[config.mk]
export PLATFORM = sky130hd
export DESIGN_NAME = rptr_ctrl
export DESIGN_NICKNAME = d
export VERILOG_FILES = /design/src/rtl/fifo_pkg.sv /design/src/rtl/rptr_ctrl_gray2bin.sv /design/src/rtl/rptr_ctrl.sv
export SDC_FILE = /design/constraint.sdc
export NUM_CORES = 1
export LEC_CHECK = 0
export BUFFER_PORTS_ARGS = -buffer_cell sky130_fd_sc_hd__buf_2
export CORE_MARGIN = 4
export CORE_UTILIZATION = 49
export CTS_BUF_LIST = sky130_fd_sc_hd__clkbuf_2 sky130_fd_sc_hd__clkbuf_4 sky130_fd_sc_hd__clkbuf_8
export DETAILED_ROUTE_END_ITERATION = 16
export PLACE_DENSITY_LB_ADDON = 0.15
export SLEW_MARGIN = 20
export SYNTH_ARGS = -nofsm -noshare
export SYNTH_HDL_FRONTEND = slang
export SYNTH_HIERARCHICAL = 1
export SYNTH_SLANG_ARGS = --single-unit
[constraint.sdc]
create_clock -name rclk -period 7.25 [get_ports rclk]
set_input_delay 0.3625 -clock rclk [delete_from_list [all_inputs] [get_ports rclk]]
set_output_delay 0.3625 -clock rclk [all_outputs]
set_load 0.01 [all_outputs]
[src/rtl/fifo_pkg.sv]
// Shared async-FIFO definitions: default address width and Gray/binary helpers
// used by both the read and write pointer controllers.
package fifo_pkg;

  localparam int FIFO_ADDR_LEN = 8;

  // Wide enough for any pointer width; callers cast to their own width.
  typedef logic [31:0] ptr_word_t;

  function automatic ptr_word_t bin2gray(input ptr_word_t b);
    return b ^ (b >> 1);
  endfunction

  function automatic ptr_word_t gray2bin(input ptr_word_t g);
    ptr_word_t b;
    b = g;
    for (int i = 1; i < 32; i++) begin
      b = b ^ (g >> i);
    end
    return b;
  endfunction

endpackage

[src/rtl/rptr_ctrl_gray2bin.sv]
// Combinational Gray-to-binary converter: each binary bit is the XOR of all
// Gray bits at or above its position.
module gray2bin #(
  parameter int W = 9
) (
  input  logic [W-1:0] gray_i,
  output logic [W-1:0] bin_o
);

  for (genvar i = 0; i < W; i++) begin : g_bit
    assign bin_o[i] = ^gray_i[W-1:i];
  end

endmodule

[src/rtl/rptr_ctrl.sv]
// Read-domain pointer/flag controller of the async FIFO.
// Optional sticky underflow flag enabled by defining RPTR_UNDERFLOW_ERR_EN.
module rptr_ctrl
  import fifo_pkg::*;
#(
  parameter int ADDR_LEN  = FIFO_ADDR_LEN,
  parameter int AE_THRESH = 2
) (
  input  logic                rclk,
  input  logic                rrst,
  input  logic                rincr_i,
  input  logic [ADDR_LEN:0]   w2rptr_sync_i,
  output logic [ADDR_LEN-1:0] fifo_raddr_o,
  output logic [ADDR_LEN:0]   rptr_o,
  output logic                rempty_o,
  output logic                ralmost_empty_o,
  output logic [ADDR_LEN:0]   rlevel_o
`ifdef RPTR_UNDERFLOW_ERR_EN
  ,
  output logic                runderflow_o
`endif
);

  localparam int PW = ADDR_LEN + 1;
  localparam logic [PW-1:0] AE_T = PW'(AE_THRESH);

  logic [PW-1:0] rbin_q, rbin_d;
  logic [PW-1:0] rptr_q, rptr_d;
  logic          rempty_q, rempty_d;
  logic          ralmost_q, ralmost_d;
  logic [PW-1:0] rlevel_q, rlevel_d;
  logic [PW-1:0] wbin;
  logic          rd_en;

  gray2bin #(.W(PW)) u_wptr_g2b (
    .gray_i (w2rptr_sync_i),
    .bin_o  (wbin)
  );

  // Flags use the post-read pointer so reading the last word sets empty at once.
  always_comb begin
    rd_en     = rincr_i & ~rempty_q;
    rbin_d    = rbin_q + {{ADDR_LEN{1'b0}}, rd_en};
    rptr_d    = PW'(bin2gray(ptr_word_t'(rbin_d)));
    rempty_d  = (rptr_d == w2rptr_sync_i);
    rlevel_d  = wbin - rbin_d;
    ralmost_d = (rlevel_d <= AE_T);
  end

  always_ff @(posedge rclk or posedge rrst) begin
    if (rrst) begin
      rbin_q    <= '0;
      rptr_q    <= '0;
      rempty_q  <= 1'b1;
      ralmost_q <= 1'b1;
      rlevel_q  <= '0;
    end else begin
      rbin_q    <= rbin_d;
      rptr_q    <= rptr_d;
      rempty_q  <= rempty_d;
      ralmost_q <= ralmost_d;
      rlevel_q  <= rlevel_d;
    end
  end

  assign fifo_raddr_o    = rbin_q[ADDR_LEN-1:0];
  assign rptr_o          = rptr_q;
  assign rempty_o        = rempty_q;
  assign ralmost_empty_o = ralmost_q;
  assign rlevel_o        = rlevel_q;

`ifdef RPTR_UNDERFLOW_ERR_EN
  logic runderflow_q, runderflow_d;

  always_comb begin
    runderflow_d = runderflow_q | (rincr_i & rempty_q);
  end

  always_ff @(posedge rclk or posedge rrst) begin
    if (rrst) begin
      runderflow_q <= 1'b0;
    end else begin
      runderflow_q <= runderflow_d;
    end
  end

  assign runderflow_o = runderflow_q;
`endif

endmodule

==> run_results.csv, run 1 <==
group,metric,value,unit
outcome,outcome,"finished clean",
drt,dr.pass1.iters,4,
synth,syn-num-nets,176,
clock_tree,clk_pin_slew,0.16,ns
sta,rsz0062_at_grt,"no",
synth,synth.cell_area,0.001747,mm^2
drt,drt-wirelength-per-cell,14.32,um
synth,synthFlopType,"dfrtp_1",
final_layout,final_core_util,59.80,%
power_and_ir_drop,vdd_ir_drop_max,0.0002325,V
sta,worst_slew_pin_slew,0.7271,ns
power_and_ir_drop,p_comb_share,63.9,%
critical_path,path_max_fanout,7,
global_route,overflow,0,
sta,final.setup.tns,0,ns
floorplan,fp.dieArea,0.004584,mm^2
clock_tree,htree_levels,1,
synth,synth-warning-count,6,
drt,viasPerCell,4.901,
floorplan,start_util,51.53,%
place,place.gp.congestion,0.8514,
drt,routed-wl-met3,122,um
synth,synth.ff_latch_count,28,
floorplan,die_h,67.71,um
global_route,grt_pass1_wl,5782,um
global_route,grt_usage,17.14,%
power_and_ir_drop,p_per_area,465.4,mW/mm^2
critical_path,critPathKind,"input pin to flop",
critical_path,reg2reg_depth,11,
power_and_ir_drop,power_switching,0.0004240,W
power_and_ir_drop,clockPowerShare,8.2,%
place,port_buffers,39,
global_route,grt_pass1_vias,1212,
clock_tree,cts_setup_buffers,0,
power_and_ir_drop,switching_share,44.95,%
critical_path,crit_arrival,3.85,ns
synth,synth_seq_area_share,40.26,%
critical_path,cp_slowest_cell,"or4_1",
place,dp_hpwl,2753,um
critical_path,required,7.51,ns
critical_path,startpoint_type,"input pin",
sta,fin_skew,0.01470,ns
floorplan,core,0.003390,mm^2
power_and_ir_drop,p_int,0.0005193,W
critical_path,critPathCaptureType,"flop",
floorplan,rows,21,
final_layout,final_nets,218,
synth,ys_types,43,
critical_path,reg2reg_to,"ralmost_empty_o",
synth,ys_async_sr_fraction,100.0,%
sta,drv_slew,0,
drt,drtAntennaViolNets,0,
critical_path,max_stage_delay,0.52,ns
clock_tree,cts_tree,"yes",
global_route,grt_max_degree,29,
power_and_ir_drop,pwr-share-seq,28.0,%
sta,min_period_over_period,49.56,%
clock_tree,clock-sinks,28,
sta,max_slew_margin,51.18,%
clock_tree,clk_latency,0.33,ns
drt,highest_layer,"met4",
drt,wl_met2,1803,um
power_and_ir_drop,leakage,0.9836,nW
sta,hold_violations,0,
sta,max_freq,278.3,MHz
synth,synth_edf_count,0,
drt,drcViolationCount,0,
final_layout,final_design_area_no_fill,0.002027,mm^2
final_layout,diodes,0,
global_route,antenna_found_initial,0,
place,placed_cell_area,0.001991,mm^2
clock_tree,cts_buffer_depth,2,
critical_path,ff2ff_setup_slack,3.82,ns
clock_tree,cts_hold_buffers,0,
sta,period_needed,3.593,ns
power_and_ir_drop,report.power.total,0.0009433,W
hold_path,hold_path.class,"input pin to asynchronous set/reset pin",
floorplan,ios,40,
final_layout,drive_gt1_share,30.46,%
final_layout,syn2layout_area_growth,16.05,%
clock_tree,cts_buffers,3,
drt,routed_wl,3480,um
critical_path,path_cells,"buf_2 -> xor3_2 -> xnor3_1 -> xnor2_1 -> inv_1 -> ha_1 -> fa_1 -> nand2b_1 -> a21oi_2 -> maj3_1 -> xnor2_1 -> or4_1 -> or3_1 -> nor4_2",
critical_path,reg2reg_from,"rempty_o",
critical_path,cp_common_cell,"xnor2_1",
synth,syn_area_per_cell,11.20,um^2
synth,synth_cells,156,
drt,m1WireLength,1526,um
drt,drtIter0Drc,33,
floorplan,die_w,67.71,um
flow_run,cap_viol_max_count,0,
clock_tree,clockRootBuffer,"clkbuf_4",
sta,setup_viol,0,
clock_tree,ctsResizeCount,0,
drt,via_count,1191,
## metal layers
layer  global-route usage (%)  up-vias
li1                         -      595
met5                        0        -
met2                    30.26       23
met3                    1.997        2
met1                    21.73      571
met4                    5.316        0
## flip-flops by register name (all words and copies together), names as in the netlist
signal,flops
ralmost_empty_o,1
rbin_q,9
rempty_o,1
rlevel_o,9
rptr_o,8
## area by class of cell
type / count / area, um^2
Fill cell: 314 / 1363
Clock buffer: 4 / 36.28
Sequential cell: 28 / 703.2
Multi-Input combinational cell: 109 / 967.2
Tap cell: 46 / 57.56
Inverter: 16 / 60.06
Timing Repair Buffer: 40 / 202.7
## worst max-delay path: cells and delay by family
kind	cells	cell delay, ns
AO/OA/AOI/OAI	1	0.21
XOR/XNOR	4	1.04
adder cells (fa/ha/maj)	3	0.87
buffers and inverters	2	0.19
AND/OR/NAND/NOR	4	1.19
## cells in the mapped netlist (2+ instances only)
cell type / n / area (um^2)
ha_1: 7 / 87.58
dfstp_2: 2 / 52.55
dfrtp_1: 26 / 650.6
xnor2_4: 2 / 55.05
xor2_2: 2 / 32.53
nand2b_1: 2 / 12.51
nand2_1: 5 / 18.77
nand3_1: 5 / 25.02
a21oi_2: 2 / 17.52
nand4_1: 2 / 12.51
a211oi_1: 2 / 15.01
o21ai_0: 3 / 15.01
a22oi_1: 2 / 15.01
xor2_1: 19 / 166.4
or3_1: 3 / 18.77
nor2b_1: 2 / 12.51
a221oi_1: 3 / 26.28
nor2_1: 6 / 22.52
xnor2_1: 21 / 183.9
inv_1: 15 / 56.30
a21oi_1: 3 / 15.01
## per-stage QoR
step | cells | worst slack (ns) | hold slack (ns)
floorplan | 156 | 3.692 | 0.4264
global placement | 239 | 3.425 | 0.5596
detailed placement | 239 | 3.296 | 0.5918
CTS | 243 | 3.658 | 0.2985
global route | 243 | 3.460 | 0.09856
finish | 243 | 3.657 | 0.06118
## cells by family after synthesis
logic type / after synthesis / synth area share [%]
AO/OA/AOI/OAI: 19 / 7.880
adder cells (fa/ha/maj): 9 / 6.733
buffers and inverters: 19 / 4.369
AND/OR/NAND/NOR: 33 / 10.67
XOR/XNOR: 48 / 30.09
flip-flops: 28 / 40.26
## power groups by stage
stage / combinational (W) / sequential (W) / clock, W
after floorplan: 0.000408 / 0.000299 / 0
after global placement: 0.000593 / 0.000265 / 0
after detailed placement: 0.000604 / 0.000269 / 0
after CTS: 0.000609 / 0.000265 / 0.0000785
after global routing: 0.000673 / 0.000273 / 0.0000859
final: 0.000602 / 0.000264 / 0.0000772
## layout by cell type (no fill, tap or decap), types with 2 or more instances in the layout
cell	synthesis	routed
nor2b_1	2	2
xnor2_1	21	21
nand3_1	5	5
a22oi_1	2	2
nand2b_1	2	2
dfrtp_1	26	26
xor2_1	19	19
dfstp_2	2	2
buf_2	1	39
ha_1	7	7
inv_2	1	2
xor2_2	2	2
nand4_1	2	2
nor2_1	6	6
a211oi_1	2	2
or3_1	3	3
a21oi_1	3	3
nand2_1	5	5
inv_1	15	14
a21oi_2	2	2
o21ai_0	3	3
a221oi_1	3	3
clkbuf_4	0	3
xnor2_4	2	2
## how the worst max path moves through the flow
stage | endpoint | slack, ns | from
global route | ralmost_empty_o | 3.46 | w2rptr_sync_i[8]
CTS | ralmost_empty_o | 3.66 | w2rptr_sync_i[8]
detailed placement | ralmost_empty_o | 3.30 | w2rptr_sync_i[8]
floorplan | ralmost_empty_o | 3.69 | w2rptr_sync_i[8]
finish | ralmost_empty_o | 3.66 | w2rptr_sync_i[8]
global placement | ralmost_empty_o | 3.42 | w2rptr_sync_i[8]
Power figures use the tool's default switching activity.
==> run 2: changes to the inputs <==
Clock period 7.25 ns to 3.52 ns, I/O delays scaled along.
==> run_results.csv, run 2 (synthesis gave the netlist of run 1 again) <==
group,metric,value,unit
outcome,outcome,"finished clean",
drt,drtIter0Drc,23,
final_layout,final_common_cell,"buf_2",
floorplan,die_h,67.71,um
final_layout,syn2layout_area_growth,20.13,%
critical_path,startpoint_type,"flop",
global_route,grt_usage,17.30,%
place,place.gp.congestion,0.8041,
critical_path,crit_arrival,3.62,ns
sta,worst_slew_pin_slew,0.6722,ns
drt,drcViolationCount,0,
power_and_ir_drop,leakage,1.024,nW
sta,period_needed,3.352,ns
power_and_ir_drop,vdd_ir_drop_max,0.0005151,V
floorplan,die_w,67.71,um
sta,setup_viol,0,
critical_path,critPathKind,"flop to flop",
final_layout,final_nets,225,
power_and_ir_drop,p_per_area,979.5,mW/mm^2
sta,drv_slew,0,
global_route,overflow,0,
drt,viasPerCell,4.896,
global_route,antenna_found_initial,0,
global_route,grt_max_degree,29,
final_layout,fill_cells,289,
clock_tree,clockRootBuffer,"clkbuf_4",
drt,drtAntennaViolNets,0,
clock_tree,cts_buffers,3,
flow_run,cap_viol_max_count,0,
drt,dr.pass1.iters,4,
sta,max_freq,298.3,MHz
critical_path,path_max_fanout,4,
place,dp_hpwl,2865,um
sta,fin_skew,0.01866,ns
floorplan,rows,21,
sta,min_period_over_period,95.23,%
clock_tree,cts_tree,"yes",
floorplan,fp.dieArea,0.004584,mm^2
floorplan,core,0.003390,mm^2
sta,rsz0062_at_grt,"no",
drt,drt-wirelength-per-cell,14.59,um
floorplan,start_util,51.53,%
final_layout,final_core_util,61.90,%
clock_tree,clk_latency,0.33,ns
global_route,grt_pass1_vias,1243,
clock_tree,cts_buffer_depth,2,
global_route,grt_pass1_wl,5802,um
final_layout,drive_gt1_share,32.35,%
clock_tree,clk_pin_slew,0.17,ns
sta,hold_violations,0,
drt,via_count,1224,
drt,routed_wl,3647,um
critical_path,critPathCaptureType,"flop",
hold_path,hold_path.class,"input pin to flop",
critical_path,required,3.78,ns
floorplan,ios,40,
clock_tree,clock-sinks,28,
final_layout,final_cell_mix,"buf_2, dfrtp_1, xnor2_1, xor2_1, inv_1",
place,port_buffers,39,
clock_tree,cts_setup_buffers,0,
sta,max_slew_margin,54.87,%
sta,final.setup.tns,0,ns
clock_tree,htree_levels,1,
power_and_ir_drop,report.power.total,0.002055,W
final_layout,diodes,0,
## run 2: through the flow
| step | hold WS [ns] | cell area [um^2] | setup WS (ns) | instances |
|---|---|---|---|---|
| finish | 0.1584 | 2098 | 0.1677 | 250 |
| floorplan | 0.2399 | 1747 | 0.1481 | 156 |
| detailed placement | 0.4836 | 2036 | -0.05673 | 245 |
| global placement | 0.4679 | 2036 | 0.07179 | 245 |
| global route | 0.1626 | 2098 | 0.02551 | 250 |
| CTS | 0.1053 | 2088 | 0.1674 | 249 |
## run 2: final cells by class
class	count	area (um^2)	share of cell area (%)
inverters	16	60.06	2.862
flip-flops and latches	28	703.2	33.51
clock buffers	3	22.52	1.073
multi-input cells	109	967.2	46.09
well taps	46	57.56	2.743
repair buffers	47	257.7	12.28
clock inverters	1	30.03	1.431
## run 2: power breakdown
group	total (W)	leakage (nW)	internal [W]	switching, W
combinational	0.00130	0.657	0.000582	0.000715
clock	0.000214	0.0279	0.000115	0.0000987
sequential	0.000544	0.339	0.000466	0.0000781
## run 2: worst paths after layout
path | start | cells after the start | endpoint | slack [ns]
max reg2reg | rempty_o | 11 | ralmost_empty_o | 0.17
min reg2reg | rbin_q[5] | 1 | rbin_q[5] | 0.59
max in group asynchronous | rrst | 3 | rbin_q[0] | 2.70
min | w2rptr_sync_i[7] | 3 | rempty_o | 0.16
max | rempty_o | 11 | ralmost_empty_o | 0.17
min in group asynchronous | rrst | 3 | rbin_q[5] | 0.43
## run 2: repair_timing
item | 4_1_cts | 5_1_grt
setup endpoints to repair | 0 | 1
resized for setup | 0 | 1
hold buffers | 0 | 1
hold endpoints to repair | 0 | 26
## run 2: metal layers
layer	part of all wire [%]	vias up	GRT usage, %
met2	52	19	30.98
met1	44	588	21.58
li1	-	615	-
met4	0.99	0	6.076
met5	0	-	0
met3	3.3	2	1.498
## run 2: worst max-delay path, stage by stage, from the launching register on
cell and delay, ns:
dfstp_2 0.56, nor2b_1 0.06, ha_1 0.35, ha_1 0.24
fa_1 0.41, nand2b_1 0.18, a21oi_2 0.19, maj3_1 0.20
xnor2_1 0.09, or4_1 0.51, or3_1 0.34, nor4_2 0.15
==> run 3: changes to the inputs <==
Settings changed: CORE_MARGIN 4 to default.
Clock period 3.52 ns to 4 ns, I/O delays scaled along.
==> run_results.csv, run 3 (synthesis gave the netlist of run 1 again) <==
group,metric,value,unit
outcome,outcome,"finished clean",
global_route,grt_pass1_wl,5278,um
drt,dr.pass1.iters,4,
sta,drv_slew,0,
critical_path,startpoint_type,"input pin",
sta,setup_viol,0,
hold_path,min_from,"w2rptr_sync_i[7]",
critical_path,ff2ff_setup_slack,0.63,ns
critical_path,crit_arrival,3.70,ns
power_and_ir_drop,p_per_area,836.2,mW/mm^2
place,place.gp.congestion,0.8498,
sta,period_needed,3.459,ns
clock_tree,cts_setup_buffers,0,
sta,max_slew_margin,55.56,%
critical_path,max_stage_delay,0.52,ns
sta,max_freq,289.1,MHz
critical_path,required,4.24,ns
final_layout,syn2layout_area_growth,16.69,%
final_layout,drive_gt1_share,30.65,%
critical_path,cp_common_cell,"xnor2_1",
global_route,grt_max_degree,29,
final_layout,final_common_cell,"buf_2",
final_layout,diodes,0,
drt,via_count,1213,
global_route,antenna_found_initial,0,
sta,final.setup.tns,0,ns
place,port_buffers,39,
final_layout,final_nets,220,
place,placed_cells,240,
clock_tree,clk_latency,0.31,ns
clock_tree,cts_buffers,3,
clock_tree,cts_tree,"yes",
sta,postLayoutSetupSlackWorst,0.5407,ns
power_and_ir_drop,vdd_ir_drop_max,0.0004730,V
critical_path,path_max_fanout,7,
clock_tree,cts_buffer_depth,2,
sta,rsz0062_at_grt,"no",
critical_path,cp-endpoint,"ralmost_empty_o",
global_route,overflow,0,
critical_path,critPathCaptureType,"flop",
floorplan,start_util,51.93,%
floorplan,die_w,61.71,um
sta,hold_violations,0,
critical_path,path_cells,"buf_2 -> xor3_2 -> xnor3_1 -> xnor2_1 -> inv_1 -> ha_1 -> fa_1 -> nand2b_1 -> a21oi_2 -> maj3_1 -> xnor2_1 -> or4_1 -> or3_1 -> nor4_2",
global_route,grt_pass1_vias,1129,
clock_tree,htree_levels,1,
critical_path,cp-startpoint,"w2rptr_sync_i[8]",
drt,drcViolationCount,0,
drt,drtAntennaViolNets,0,
drt,routed_wl,3321,um
floorplan,ios,40,
power_and_ir_drop,leakage,0.9900,nW
place,dp_hpwl,2726,um
floorplan,core,0.003363,mm^2
critical_path,cp_slowest_cell,"or4_1",
critical_path,reg2reg_to,"ralmost_empty_o",
flow_run,cap_viol_max_count,0,
final_layout,final_cells,245,
floorplan,rows,21,
critical_path,critPathKind,"input pin to flop",
drt,drt-wirelength-per-cell,13.56,um
clock_tree,clock-sinks,28,
drt,drtIter0Drc,32,
place,preCtsSetupSlack,0.2055,ns
sta,worst_slew_pin_slew,0.6618,ns
sta,fin_skew,0.002328,ns
critical_path,reg2reg_from,"rempty_o",
place,placed_cell_area,0.001998,mm^2
hold_path,hold_path.class,"input pin to flop",
clock_tree,clockRootBuffer,"clkbuf_4",
final_layout,final_design_area_no_fill,0.002038,mm^2
sta,whs,0.2240,ns
final_layout,final_cell_mix,"buf_2, dfrtp_1, xnor2_1, xor2_1, inv_1",
global_route,grt_usage,19.61,%
drt,viasPerCell,4.951,
clock_tree,clk_pin_slew,0.13,ns
critical_path,reg2reg_depth,12,
sta,min_period_over_period,86.48,%
floorplan,fp.dieArea,0.003808,mm^2
floorplan,die_h,61.71,um
==> run 3: changes by cell type in the layout (fill, tap and decap cells not counted) <==
cell	previous run	this run
clkbuf_4	3	4
a21boi_1	1	0
a21boi_0	0	1
buf_4	7	2
bufinv_16	1	0
==> run 3: what timing repair did <==
action	in CTS	in global routing
resized for setup	0	0
endpoints found under the hold margin	0	26
hold buffers	0	1
==> run 3: worst min path at each step <==
stage / end / slack, ns / cells after the start
floorplan: rbin_q[0] / 0.26 / 1
global placement: rptr_o[0] / 0.50 / 2
detailed placement: rptr_o[2] / 0.49 / 2
CTS: rptr_o[4] / 0.13 / 2
global route: rempty_o / 0.20 / 3
finish: rempty_o / 0.22 / 3
==> run 3: final cells by class <==
type | instances | area [um^2]
Fill cell | 308 | 1325
Multi-Input combinational cell | 109 | 967.2
Sequential cell | 28 | 703.2
Timing Repair Buffer | 42 | 220.2
Inverter | 16 | 60.06
Tap cell | 46 | 57.56
Clock buffer | 4 | 30.03
==> run 3: routing by layer <==
metal	vias to the layer above	wire length, um	GRT usage (%)
li1	604	-	-
met1	584	1429	24.80
met2	23	1745	35.18
met3	2	123	2.484
met4	0	23	5.714
met5	-	0	0
==> run 3: power breakdown <==
| part | switching (W) | internal (W) | total [W] | leakage (nW) |
|---|---|---|---|---|
| sequential | 0.0000710 | 0.000411 | 0.000482 | 0.339 |
| combinational | 0.000616 | 0.000486 | 0.00110 | 0.632 |
| clock | 0.0000748 | 0.0000457 | 0.000121 | 0.0184 |
| total | 0.000761 | 0.000943 | 0.00170 | 0.990 |
==> run 3: per-stage QoR <==
| step | utilization [%] | power, W |
|---|---|---|
| after floorplan | - | 0.001283 |
| after CTS | 60.31 | 0.001722 |
| after global routing | 60.60 | 0.001861 |
| after global placement | 59.41 | 0.001565 |
| final | 60.60 | 0.001704 |
| after detailed placement | 59.41 | 0.001593 |
==> run 3: critical path, delay by kind of cell <==
family                   cells  cell delay (ns)
AO/OA/AOI/OAI                1             0.20
XOR/XNOR                     4             1.07
adder cells (fa/ha/maj)      3             0.84
buffers and inverters        2             0.19
AND/OR/NAND/NOR              4             1.17
